[src/rtl/mux8_rr_arbiter.sv]
// rtl/mux8_rr_arbiter.sv - round-robin arbiter and select sequencer for a shared 8:1 bit mux
module mux8_rr_arbiter #(
    parameter int NREQ     = 8,
    parameter int MAX_HOLD = 4,
    parameter int CNT_W    = 3
) (
    input  logic            clk,
    input  logic            rst_n,
    input  logic            en,
    input  logic [NREQ-1:0] req,
    output logic [NREQ-1:0] gnt,
    output logic            s1,
    output logic            s2,
    output logic            s3,
    output logic            valid,
    output logic [2:0]      owner
);

    typedef enum logic {
        IDLE  = 1'b0,
        GRANT = 1'b1
    } state_t;

    localparam logic [CNT_W-1:0] HOLD_LAST = CNT_W'(MAX_HOLD - 1);

    state_t            state_q, state_d;
    logic [NREQ-1:0]   gnt_q, gnt_d;
    logic [2:0]        sel_q, sel_d;
    logic [2:0]        ptr_q, ptr_d;
    logic [CNT_W-1:0]  hold_q, hold_d;
    logic              valid_q, valid_d;

    logic [NREQ-1:0]   others;
    logic [2:0]        next_ptr;
    logic [2:0]        pick_idx;
    logic              release_now;

    // Scan from the highest offset down so the entry closest to p is the one that sticks.
    function automatic logic [2:0] pick(input logic [NREQ-1:0] r, input logic [2:0] p);
        logic [2:0] idx;
        pick = p;
        for (int i = NREQ - 1; i >= 0; i--) begin
            idx = p + 3'(i);
            if (r[idx]) begin
                pick = idx;
            end
        end
    endfunction

    always_comb begin
        state_d     = state_q;
        gnt_d       = gnt_q;
        sel_d       = sel_q;
        ptr_d       = ptr_q;
        hold_d      = hold_q;
        others      = req & ~gnt_q;
        next_ptr    = sel_q + 3'd1;
        pick_idx    = pick(req, ptr_q);
        release_now = 1'b0;

        case (state_q)
            IDLE: begin
                if (en && (|req)) begin
                    state_d = GRANT;
                    sel_d   = pick_idx;
                    gnt_d   = NREQ'(1) << pick_idx;
                    hold_d  = '0;
                end
            end
            GRANT: begin
                release_now = !req[sel_q] || ((hold_q == HOLD_LAST) && (|others));
                if (release_now) begin
                    ptr_d = next_ptr;
                    if (en && (|others)) begin
                        pick_idx = pick(others, next_ptr);
                        sel_d    = pick_idx;
                        gnt_d    = NREQ'(1) << pick_idx;
                        hold_d   = '0;
                    end else begin
                        // Selects keep the last owner so the mux does not toggle while idle.
                        state_d = IDLE;
                        gnt_d   = '0;
                    end
                end else if (hold_q != HOLD_LAST) begin
                    hold_d = hold_q + CNT_W'(1);
                end
            end
            default: begin
                state_d = IDLE;
                gnt_d   = '0;
            end
        endcase

        valid_d = |gnt_d;
    end

    always_ff @(posedge clk or negedge rst_n) begin
        if (!rst_n) begin
            state_q <= IDLE;
            gnt_q   <= '0;
            sel_q   <= '0;
            ptr_q   <= '0;
            hold_q  <= '0;
            valid_q <= 1'b0;
        end else begin
            state_q <= state_d;
            gnt_q   <= gnt_d;
            sel_q   <= sel_d;
            ptr_q   <= ptr_d;
            hold_q  <= hold_d;
            valid_q <= valid_d;
        end
    end

    assign gnt   = gnt_q;
    assign s1    = sel_q[2];
    assign s2    = sel_q[1];
    assign s3    = sel_q[0];
    assign owner = sel_q;
    assign valid = valid_q;

endmodule

[config.mk]
export PLATFORM = sky130hd
export DESIGN_NAME = mux8_rr_arbiter
export DESIGN_NICKNAME = d
export VERILOG_FILES = /design/src/rtl/mux8_rr_arbiter.sv
export SDC_FILE = /design/constraint.sdc
export NUM_CORES = 1
export LEC_CHECK = 0
export CORE_MARGIN = 3
export CORE_UTILIZATION = 37
export CTS_BUF_LIST = sky130_fd_sc_hd__clkbuf_8
export CTS_CLUSTER_SIZE = 25
export DETAILED_ROUTE_END_ITERATION = 8
export GPL_TIMING_DRIVEN = 0
export PLACE_DENSITY = 0.67
export SKIP_CTS_REPAIR_TIMING = 1
export SLEW_MARGIN = 20
export SYNTH_ARGS = -nofsm -noshare
export SYNTH_HDL_FRONTEND = slang
export SYNTH_SLANG_ARGS = --single-unit
export TNS_END_PERCENT = 20
[constraint.sdc]
create_clock -name clk -period 3.1 [get_ports clk]
set_input_delay 0.465 -clock clk [delete_from_list [all_inputs] [get_ports clk]]
set_output_delay 0.465 -clock clk [all_outputs]
set_load 0.02 [all_outputs]
==> results of run 1 <==
-- state kept, by name, indices dropped and copies added, names as in the netlist --
signal,cells
state_q,1
ptr_q,3
valid,1
owner,3
hold_q,3
gnt,8
-- worst max-delay path: cells and delay by family, from the launching register on --
family / cells / cell delay [ns]
buffers and inverters: 4 / 0.38
adders and majority gates: 1 / 0.24
AOI/OAI and AO/OA: 1 / 0.29
muxes: 2 / 0.88
DFF: 1 / 0.43
and+or+nand+nor: 4 / 0.89
-- cell type report --
type	instances	area [um2]	share of cell area (%)
multi-input combinational	286	2613	65.23
sequential	19	478.0	11.93
timing repair buffer	51	461.7	11.53
buffer	30	207.7	5.186
tap	102	127.6	3.186
inverter	14	72.57	1.812
clock buffer	3	41.29	1.031
clock inverter	1	3.754	0.09372
-- metrics by stage --
step / setup WS, ns / area, um2 / instances / setup TNS [ns] / hold WS (ns)
after floorplan: -0.2067 / 3025 / 351 / -0.7720 / 0.1694
after global placement: -0.6455 / 3403 / 478 / -5.986 / 0.4702
after detailed placement: -0.6990 / 3403 / 478 / -6.442 / 0.4742
after CTS: -0.7296 / 3448 / 482 / -6.708 / 0.4904
after global routing: -0.2240 / 4005 / 506 / -1.965 / 0.5333
final: -0.1438 / 4005 / 506 / -0.5657 / 0.4788
-- logic make-up after synthesis --
logic type / synth area share, %
compound gates: 22.13
xor+xnor: 2.603
fa+ha+maj: 2.519
buf+inv: 7.221
flops: 15.95
mux: 26.28
simple gates: 23.30
-- worst paths after layout --
kind                            startpoint   endpoint  slack, ns
worst max-delay path              owner[0]     gnt[7]      -0.14
worst min-delay path             hold_q[2]  hold_q[2]       0.48
worst max register to register    owner[0]     gnt[7]      -0.14
worst min register to register   hold_q[2]  hold_q[2]       0.48
min in group asynchronous            rst_n     gnt[1]       0.71
max in group asynchronous            rst_n   owner[1]       1.80
-- routing by layer --
| layer | up-vias | routed length [um] | GRT usage [%] | share of wire, % |
|---|---|---|---|---|
| li1 | 1462 | - | - | - |
| met1 | 1587 | 4274 | 29.69 | 44 |
| met2 | 176 | 4659 | 31.73 | 48 |
| met3 | 27 | 628 | 0.9382 | 6.4 |
| met4 | 0 | 184 | 4.621 | 1.9 |
| met5 | - | 0 | 0 | 0 |
-- layout by cell type, fill, tap and decap left out, types with 6 or more instances in the layout --
master            n
dfrtp_1          17
clkbuf_2          7
nor2_1           22
buf_4            28
nand2_1          31
nand2b_1          9
mux2i_1          13
nand3_1           9
clkdlybuf4s50_1  25
o21ai_0          11
buf_6             7
mux4_2           20
nor2b_1          10
inv_1            10
nor4_1           10
clkbuf_1          6
a21oi_1          17
mux2_2            9
==> out/qor.yml, run 1 <==
outcome:
  status: "complete, but fails checks"
  violations: "negative setup slack"
placed_design:
  globalplace.congestion: 0.9281
  hpwl_mm: 6.784
  port_buffers: 25
routing:
  vias: 3252
  wl_per_cell_um: 19.26
  wl_mm: 9.747
  drt-initial-drc-count: 353
  postRouteAntennaNets: 0
  drc: 0
  drt_first_pass_iters: 5
  viasPerCell: 6.427
clock_tree:
  clkTransAtPathRegs_ns: 0.07
  cts.path.max_buffers: 2
  worstSkewPairLatency_ns: 0.25
  cts_root_buf: "clkbuf_8"
  cts_inserted_buffers: 3
  htreeDepth: 1
  cts_sinks: 19
  cts_tree: "done"
setup_path:
  required_ns: 3.24
  arrival_ns: 3.38
  cp_slowest_cell: "mux4_2"
  cp_max_fo: 6
  startpoint_type: "flop"
  crit_type: "flop to flop"
  slowest_delay_ns: 0.55
  end_kind: "flop"
  path_cells: "buf_6, buf_8, inv_4, ha_4, clkinv_8, mux4_2, mux2_2, and2_1, or4_4, nand4_4, nor2b_4, a221o_1"
  r2r_cells: 12
timing:
  slew_headroom_pct: 41.19
  max_freq_ghz: 0.3083
  tightest_slew_ns: 0.8794
  period_share_pct: 104.6
  maxSlewViolCount: 0
  final.setup.worst_slack_ns: -0.1438
  hold_viol: 0
  setup_viol: 10
  post-route-min-period_ns: 3.244
  clock_skew_ns: 0.001310
  rsz0062_at_grt: "yes"
synthesis:
  seq_area_frac_synth_pct: 15.95
  synth_area_um2: 2980
  synthFlopType: "dfrtp_1"
  ys_ff_latch: 19
  yosysMostFrequentCell: "nand2_1"
  synth.area.top_cells: "dfrtp_1, mux4_2, mux2i_1"
  syn_avg_cell_area_um2: 8.491
  async_flop_share_pct: 100.0
  ys_top_cells_by_count: "nand2_1, nor2_1, dfrtp_1"
  yosys.area.top_type_share_pct: 15.95
  synth_top_cell_by_area: "dfrtp_1"
  syn_nets: 368
  ys_types: 71
  yosysWarnings: 0
  synth_edf_count: 0
  synthCells: 351
grt:
  overflow: 0
  grt_pass1_vias: 2819
  antenna_found_initial: 0
  grt_pass1_wl_mm: 14.46
  grt_max_degree: 20
  grt_usage_pct: 19.90
cells_and_area:
  area.growth.synth_to_final_pct: 34.38
  fin_nets: 422
  post-route-util_pct: 51.56
  fillCellCount: 712
  final_layout_size_suffix_gt1_share_pct: 33.91
  num_antenna_cells: 0
flow_run:
  maxCapViolations: 0
floorplan:
  die_w_um: 95.75
  die_area_um2: 9168
  io_pins: 26
  rows: 32
  coreArea_um2: 7767
  fp.dieH_um: 95.75
  initial_core_util_pct: 38.37
worst_hold_path:
  hold_path.class: "flop to flop"
  holdPathStages: 2
Power of run 1 is not shown: default switching activity piles up to over one toggle a cycle in this logic, so the estimate is an artifact.
==> run 2, diff against run 1 <==
--- a/config.mk
+++ b/config.mk
@@ -8,6 +8,7 @@
 export CORE_MARGIN = 3
 export CORE_UTILIZATION = 37
 export CTS_BUF_LIST = sky130_fd_sc_hd__clkbuf_8
+export CTS_CLUSTER_DIAMETER = 120
 export CTS_CLUSTER_SIZE = 25
 export DETAILED_ROUTE_END_ITERATION = 8
 export GPL_TIMING_DRIVEN = 0
==> results of run 2 <==
No change in the layout: final DEF, timing and power equal those of run 1.
Power of run 2 is left out for the same reason.
